## src/rtl/pipeline_pkg.sv

```systemverilog
// Shared pipeline definitions: opcode constants and hazard FSM state encoding.
package pipeline_pkg;

    localparam logic [6:0] OPCODE_NOP = 7'b0100000;

    typedef enum logic [1:0] {
        RUN        = 2'd0,
        LOAD_STALL = 2'd1,
        FLUSH      = 2'd2
    } hazard_state_t;

endpackage

```

## src/rtl/load_use_detect.sv

```systemverilog
// Combinational load-use hazard compare between execute and decode.
module load_use_detect
    import pipeline_pkg::*;
(
    input  logic       ex_is_load,
    input  logic [6:0] ex_opcode,
    input  logic [3:0] ex_rd,
    input  logic [6:0] dec_opcode,
    input  logic [3:0] dec_rn,
    input  logic [3:0] dec_rm,
    input  logic [3:0] dec_rs,
    output logic       hazard
);

    logic reg_match;

    // A hazard needs a real load in execute feeding a real consumer in decode.
    always_comb begin
        reg_match = (ex_rd == dec_rn) || (ex_rd == dec_rm) || (ex_rd == dec_rs);
        hazard    = ex_is_load && (ex_opcode != OPCODE_NOP) &&
                    (dec_opcode != OPCODE_NOP) && reg_match;
    end

endmodule

```

## src/rtl/hazard_controller.sv

```systemverilog
// Pipeline hazard sequencer: load-use bubbles, branch flushes, memory freezes
// and a saturating lost-cycle counter.
module hazard_controller
    import pipeline_pkg::*;
#(
    parameter int unsigned LOAD_BUBBLES = 1,
    parameter int unsigned FLUSH_CYCLES = 2,
    parameter int unsigned CNT_W        = 16
) (
    input  logic             clk,
    input  logic             rst_n,
    input  logic [3:0]       dec_rn,
    input  logic [3:0]       dec_rm,
    input  logic [3:0]       dec_rs,
    input  logic [6:0]       dec_opcode,
    input  logic [3:0]       ex_rd,
    input  logic [6:0]       ex_opcode,
    input  logic             ex_is_load,
    input  logic             ex_branch_taken,
    input  logic             mem_ready,
    input  logic             cnt_clr,
    output logic             stall_fetch,
    output logic             stall_decode,
    output logic             stall_execute,
    output logic             flush_decode,
    output logic             flush_execute,
    output logic [1:0]       state,
    output logic [CNT_W-1:0] stall_count
);

    localparam int unsigned CNT_MAX = (LOAD_BUBBLES > FLUSH_CYCLES) ? LOAD_BUBBLES : FLUSH_CYCLES;
    localparam int unsigned CW      = $clog2(CNT_MAX) + 1;

    localparam logic [CW-1:0] LB_INIT = (LOAD_BUBBLES > 1) ? CW'(LOAD_BUBBLES - 2) : '0;
    localparam logic [CW-1:0] FC_INIT = (FLUSH_CYCLES > 1) ? CW'(FLUSH_CYCLES - 2) : '0;

    hazard_state_t cur_state, nxt_state;
    logic [CW-1:0] cnt, nxt_cnt;
    logic          hazard;
    logic          sf_c, sd_c, se_c, fd_c, fe_c;
    logic          any_active;

    load_use_detect u_detect (
        .ex_is_load (ex_is_load),
        .ex_opcode  (ex_opcode),
        .ex_rd      (ex_rd),
        .dec_opcode (dec_opcode),
        .dec_rn     (dec_rn),
        .dec_rm     (dec_rm),
        .dec_rs     (dec_rs),
        .hazard     (hazard)
    );

    // State and bubble/flush counter register; a freeze simply reloads both.
    always_ff @(posedge clk or negedge rst_n) begin
        if (!rst_n) begin
            cur_state <= RUN;
            cnt       <= '0;
        end else begin
            cur_state <= nxt_state;
            cnt       <= nxt_cnt;
        end
    end

    // Next-state and raw stage controls; memory freeze overrides every state.
    always_comb begin
        nxt_state = cur_state;
        nxt_cnt   = cnt;
        sf_c      = 1'b0;
        sd_c      = 1'b0;
        se_c      = 1'b0;
        fd_c      = 1'b0;
        fe_c      = 1'b0;
        if (!mem_ready) begin
            sf_c = 1'b1;
            sd_c = 1'b1;
            se_c = 1'b1;
        end else begin
            case (cur_state)
                RUN: begin
                    if (ex_branch_taken) begin
                        fd_c = 1'b1;
                        fe_c = 1'b1;
                        if (FLUSH_CYCLES > 1) begin
                            nxt_state = FLUSH;
                            nxt_cnt   = FC_INIT;
                        end
                    end else if (hazard) begin
                        sf_c = 1'b1;
                        sd_c = 1'b1;
                        fe_c = 1'b1;
                        if (LOAD_BUBBLES > 1) begin
                            nxt_state = LOAD_STALL;
                            nxt_cnt   = LB_INIT;
                        end
                    end
                end
                LOAD_STALL: begin
                    sf_c = 1'b1;
                    sd_c = 1'b1;
                    fe_c = 1'b1;
                    if (cnt == '0) nxt_state = RUN;
                    else           nxt_cnt   = cnt - CW'(1);
                end
                FLUSH: begin
                    fd_c = 1'b1;
                    if (cnt == '0) nxt_state = RUN;
                    else           nxt_cnt   = cnt - CW'(1);
                end
                default: begin
                    nxt_state = RUN;
                    nxt_cnt   = '0;
                end
            endcase
        end
    end

    // Reset forces every stage control low without waiting for a clock edge.
    always_comb begin
        stall_fetch   = rst_n & sf_c;
        stall_decode  = rst_n & sd_c;
        stall_execute = rst_n & se_c;
        flush_decode  = rst_n & fd_c;
        flush_execute = rst_n & fe_c;
        any_active    = stall_fetch | stall_decode | stall_execute |
                        flush_decode | flush_execute;
        state         = cur_state;
    end

    // Saturating lost-cycle counter; clear wins over increment.
    always_ff @(posedge clk or negedge rst_n) begin
        if (!rst_n) begin
            stall_count <= '0;
        end else if (cnt_clr) begin
            stall_count <= '0;
        end else if (any_active && (stall_count != '1)) begin
            stall_count <= stall_count + CNT_W'(1);
        end
    end

endmodule

```

## config.mk

```make
export PLATFORM = sky130hd
export DESIGN_NAME = hazard_controller
export DESIGN_NICKNAME = d
export VERILOG_FILES = /design/src/rtl/pipeline_pkg.sv /design/src/rtl/load_use_detect.sv /design/src/rtl/hazard_controller.sv
export SDC_FILE = /design/constraint.sdc
export NUM_CORES = 1
export LEC_CHECK = 0
export BUFFER_PORTS_ARGS = -buffer_cell sky130_fd_sc_hd__buf_2
export CAP_MARGIN = 20
export CELL_PAD_IN_SITES_DETAIL_PLACEMENT = 0
export CELL_PAD_IN_SITES_GLOBAL_PLACEMENT = 1
export CORE_MARGIN = 4
export CORE_UTILIZATION = 34
export DETAILED_ROUTE_END_ITERATION = 10
export MAX_ROUTING_LAYER = met4
export PLACE_DENSITY = 0.88
export REMOVE_ABC_BUFFERS = 1
export SLEW_MARGIN = 20
export SYNTH_ARGS = -nofsm -noshare
export SYNTH_HDL_FRONTEND = slang
export SYNTH_HIERARCHICAL = 1
export SYNTH_SLANG_ARGS = --single-unit
```

## constraint.sdc

```tcl
create_clock -name clk -period 2.1 [get_ports clk]
set_clock_uncertainty 0.2 [all_clocks]
set_input_delay 0.21 -clock clk [delete_from_list [all_inputs] [get_ports clk]]
set_output_delay 0.21 -clock clk [all_outputs]
set_load 0.02 [all_outputs]
```

# After elaboration in Yosys (flattened, before gate mapping)
# Cells that the tools add are included.
[op_classes] muxes=19 n_reduce_logical=12 add_sub_neg=2 bitwise=7 eq_ne=11
[op_table] operator="16-bit two-way mux" n=2
[op_table] operator="16-bit by 1-bit adder with 16-bit output, second input constant" n=1
[op_table] operator="16-bit != test, second input constant" n=1
[op_table] operator="7-bit by 6-bit != test with 1-bit output, second input constant" n=2
[op_table] operator="4-bit equality test" n=3
[op_table] operator="1-bit two-way mux" n=8
[op_table] operator="2-bit two-way mux" n=4
[op_table] operator="2-bit case mux with 2 select lines" n=2
[op_table] operator="1-bit case mux with 2 select lines" n=3
[op_table] operator="3-bit AND reduction" n=2
[op_table] operator="1-bit bitwise AND" n=4
[op_table] operator="1-bit logical AND" n=4
[op_table] operator="2-bit logical NOT" n=2
[op_table] operator="2-bit != test, second input constant" n=2
[op_table] operator="1-bit OR" n=3
[op_table] operator="2-bit by 1-bit equality test with 1-bit output, second input constant" n=1
[op_table] operator="2-bit equality test, second input constant" n=1
[op_table] operator="1-bit logical OR" n=2
[op_table] operator="2-bit by 1-bit != test with 1-bit output, second input constant" n=1
[op_table] operator="2-bit nonzero test" n=1
[op_table] operator="2-bit OR reduction" n=1
[op_table] operator="2-bit by 1-bit subtractor with 2-bit output, second input constant" n=1
[word_totals] in_bits=36 out_inout_bits=23 wordCells=54 regBits=20

# Longest topological paths before layout
[depth] word_depth=15 mapped_depth=9 mapped_depth_nobuf=7

# By module
# The synthesis kept the hierarchy.
[modules_own_cells] module="hazard_controller" cells_per_inst=129 area_per_inst_um2=1201.2 n_inst=1
[modules_own_cells] module="load_use_detect" cells_per_inst=20 area_per_inst_um2=175.2 n_inst=1

# Least setup slack after synthesis
# OpenSTA, ideal clock, no wires.
[synth_timing] path_kind="input port to flip-flop" startpoint="input port ex_opcode[6]" endpoint="register stall_count[12]" setup_slack_ns=-0.336 arrival_ns=2.115 path_stages=9 t_required_ns=1.780 path_cell_list="or4b_1 > o41ai_2 > a311oi_1 > or4b_1 > buf_6 > nand4_4 > buf_6 > nor3_1 > o211a_1"
[synth_via] elab_chain_len=14 word_cells_on_any_way=18 cone_classes="eq/ne (1); mux (7); bitwise (5); reduce/logical (5)"
[synth_lines] element="start, declared" line="hazard_controller.sv:17" text="input logic [6:0] ex_opcode,"
[synth_lines] element="7-bit by 6-bit != test with 1-bit output *" line="load_use_detect.sv:20" text="hazard = ex_is_load && (ex_opcode != OPCODE_NOP) &&"
[synth_lines] element="1-bit logical AND * (2 in a row)" line="load_use_detect.sv:20"
[synth_lines] element="1-bit logical AND *" line="load_use_detect.sv:21" text="(dec_opcode != OPCODE_NOP) && reg_match;"
[synth_lines] element="net hazard" line="hazard_controller.sv:39" text="logic hazard;"
[synth_lines] element="1-bit two-way mux *" line="hazard_controller.sv:88" text="end else if (hazard) begin"
[synth_lines] element="1-bit two-way mux" line="hazard_controller.sv:81" text="if (ex_branch_taken) begin"
[synth_lines] element="1-bit case mux with 2 select lines" line="hazard_controller.sv:79" text="case (cur_state)"
[synth_lines] element="1-bit two-way mux" line="hazard_controller.sv:74" text="if (!mem_ready) begin"
[synth_lines] element="1-bit bitwise AND" line="hazard_controller.sv:120, hazard_controller.sv:121"
[synth_lines] element="1-bit OR (2 in a row)" line="hazard_controller.sv:125" text="any_active = stall_fetch | stall_decode | stall_execute |"
[synth_lines] element="1-bit OR *" line="hazard_controller.sv:126" text="flush_decode | flush_execute;"
[synth_lines] element="1-bit logical AND *" line="hazard_controller.sv:136" text="end else if (any_active && (stall_count != '1)) begin"
[synth_lines] element="2-bit nonzero test (no source line) *"
[synth_lines] element="end signal, assigned" line="hazard_controller.sv:137" text="stall_count <= stall_count + CNT_W'(1);"
[synth_lines] element="end, declared" line="hazard_controller.sv:28" text="output logic [CNT_W-1:0] stall_count"
# Mark *: on every way through the listed nets, which the timed path passes. The rest lies on a longest branch.
# A chain may end at the register's enable or synchronous reset.

# Worst setup path in the final report
[layout_timing] startpoint="input port ex_opcode[6]" endpoint="register stall_count[9]"
# The elaborated chain is that of the path after synthesis.

==> metrics.md <==
| Metric | Value |
|---|---|
| Startpoint Class | input port |
| Root buf cell | clkbuf_8 |
| Largest stage delay on the critical path | 0.55 ns |
| First-pass DRT Iterations | 4 |
| Post-synthesis cell type count | 44 |
| Top-count cell post-synth | dfrtp_1 |
| Grt ovf | 0 |
| Chip width | 71.63 um |
| Worst setup margin | -0.2209 ns |
| Average cell area after synthesis | 9.237 um^2 |
| Worst setup EP type | flop |
| Rows | 22 |
| CTS tree | yes |
| Final WL | 4058 um |
| Async SR Flop Fraction | 100.0% |
| Port Buffers | 57 |
| Launch point of the worst path | ex_opcode[6] |
| Req. time, crit path | 2.05 ns |
| Largest net degree at the start of global routing | 18 |
| Worst Setup Path Type | in -> reg |
| Hold slack | 0.03428 ns |
| Maximum clock rate | 430.9 MHz |
| Synth area leader | dfrtp_1 |
| Worst Tran Pin Value | 0.5204 ns |
| Starting Density | 36.23% |
| Met1 GRT Util | 19.43% |
| GR Util met3 | 2.805% |
| Failing checks | setup timing |
| Post-synth top cells | dfrtp_1, xnor2_1, nand2_1, nor2_1 |
| Seq cells post-synth | 19 |
| Total GRT Usage | 15.53% |
| Final Max Slew Viols | 0 |
| Synth-to-Final Area Change | 52.55% |
| Max-slew headroom | 65.05% |
| DP HPWL | 2905 um |
| Hold Startpoint | mem_ready |
| Vias/cell | 5.418 |
| Share of layout cells above drive strength 1 | 51.11% |
| Register area share after synthesis | 34.55% |
| Final net count | 264 |
| Number of flops mapped to enable cells by yosys | 0 |
| Final setup violating endpoints | 16 |
| Critical R2R Launch | stall_count[0] |
| Remaining DRCs | 0 |
| Mapped Area | 1376 um^2 |
| Cells after Synth | 149 |
| Post-DR wirelength/cell | 14.86 um |
| Status | complete, but fails checks |
| Crit-path slowest cell | or4b_4 |
| Post-layout power | 0.8592 mW |
| # clock sinks | 19 |
| Fin crit share | 110.5% |
| PwrDens | 409.3 nW/um^2 |
| Core ar. | 3799 um^2 |
| Most area-consuming cells after synthesis | dfrtp_1, xnor2_1, nand2_1, nand4_1, nor2_1 |
| First-pass GRT wire length | 6361 um |
| CP arrival | 2.27 ns |
| Top FF cell, synth | dfrtp_1 |
| Worst min-delay path category | in -> reg |
| Die Ht | 71.63 um |
| ANT cells | 0 |
| Reg2Reg Setup Slack | 0.01 ns |
| ANT nets after route | 0 |
| Top delay family on crit path | simple AND/OR/NAND/NOR gates |
| Crit-path cells | buf_6 -> or4b_4 -> o41ai_4 -> a311oi_2 -> or4b_4 -> buf_6 -> nand2_8 -> a211oi_4 -> mux2_4 |
| Maxcap violations | 0 |
| Num CTS Buffers | 3 |
| Crit-path max FO | 4 |
| Via count | 1479 |
| Met2 GRT Util | 25.41% |
| Routability congestion estimate from global placement | 0.8265 |
| RSZ-0062 raised after global routing | yes |
| Busiest grt layer | met2 |
| Initial drt markers | 88 |
| DIE AREA | 5130 um^2 |
| Peak VDD IR | 0.0002480 V |
| Io pins | 59 |
| Minimum clock period | 2.321 ns |
| Yosys top cell area share | 34.55% |
| Worst-Skew Late Latency | 0.26 ns |
| Vias in the first global route | 1455 |
| Leakage | 0.9458 nW |
| CTS max path bufs | 2 |
| Crit path buf inv count | 2 |
| Initial antenna violation count | 0 |
| Clock-pin slew on the worst setup and hold paths | 0.07 ns |
| H-tree depth | 1 |
| Count of final hold-check violations | 0 |
| Synth warn | 6 |
-- state kept, by name, indices dropped and copies added (netlist names) --
name and cells:
stall_count 16, state 1, cnt 2
-- layer usage --
metal / vias up / routed length, um
met4: 0 / 30
met1: 687 / 1711
met3: 4 / 372
met2: 72 / 1944
li1: 716 / -
met5: - / 0
-- layout make-up --
cell class	instances	area (um^2)
tap	48	60.06
inverter	6	22.52
sequential	19	475.5
fill	333	1699
multi-input combinational	117	1005
clock inverter	1	5.005
clock buffer	3	41.29
timing repair buffer	79	490.5
-- repair_timing --
item / 4_1_cts / 5_1_grt
endpoints found under the setup margin: 16 / 18
cloned: 0 / 0
pin swaps: 3 / 8
buffers inserted: 2 / 1
hold endpoints to repair: 19 / 0
hold buffers: 1 / 0
resized for setup: 18 / 22
-- placed cells by master (no fill, tap or decap), types with 3 or more instances in the layout --
cell type / Yosys / layout
nand3_1: 4 / 4
buf_6: 2 / 6
mux2_4: 0 / 3
xnor2_1: 12 / 12
buf_4: 3 / 15
o21ai_0: 7 / 7
and4_1: 3 / 3
buf_2: 0 / 56
a21oi_1: 7 / 4
or4_4: 0 / 3
nand4_1: 6 / 6
nand2_1: 11 / 10
a21oi_2: 0 / 3
dfrtp_1: 19 / 19
clkbuf_8: 0 / 3
inv_1: 6 / 6
nor2b_1: 3 / 3
nor2_1: 10 / 9
-- worst paths after layout --
check / end / cells after the start
worst max-delay path: stall_count[9] / 9
worst min-delay path: state[1] / 2
worst max register to register: stall_count[3] / 6
worst min register to register: cnt[0] / 1
max in group asynchronous: cnt[1] / 3
min in group asynchronous: stall_count[9] / 3
-- through the flow --
step / utilization (%) / worst slack [ns] / cells / setup TNS (ns) / instance area [um^2]
after floorplan: - / -0.3809 / 142 / -4.562 / 1324
after global placement: 47.83 / -0.5714 / 265 / -7.717 / 1817
after detailed placement: 47.83 / -0.6076 / 265 / -8.167 / 1817
after CTS: 52.34 / -0.2275 / 272 / -2.272 / 1988
after global routing: 55.27 / -0.3040 / 273 / -3.556 / 2100
final: 55.27 / -0.2209 / 273 / -1.973 / 2100
-- logic make-up (layout without fill, tap and decap cells) --
logic type               Yosys count  after routing  share of synthesized area, %
multiplexers                       4              4                         3.182
adder cells (fa/ha/maj)            2              2                         1.818
other                              1              1                        0.2725
XOR/XNOR                          12             12                         7.636
AO/OA/AOI/OAI                     34             34                         17.46
AND/OR/NAND/NOR                   64             64                         29.64
flip-flops                        19             19                         34.55
buffers and inverters             13             89                         5.454
-- report_power, final --
| group | leakage (nW) | switching [mW] | internal (mW) |
|---|---|---|---|
| registers | 0.262 | 0.00775 | 0.375 |
| clock network | 0.0255 | 0.131 | 0.132 |
| logic | 0.658 | 0.114 | 0.100 |
| total | 0.946 | 0.252 | 0.607 |
Power figures use the tool's default switching activity.
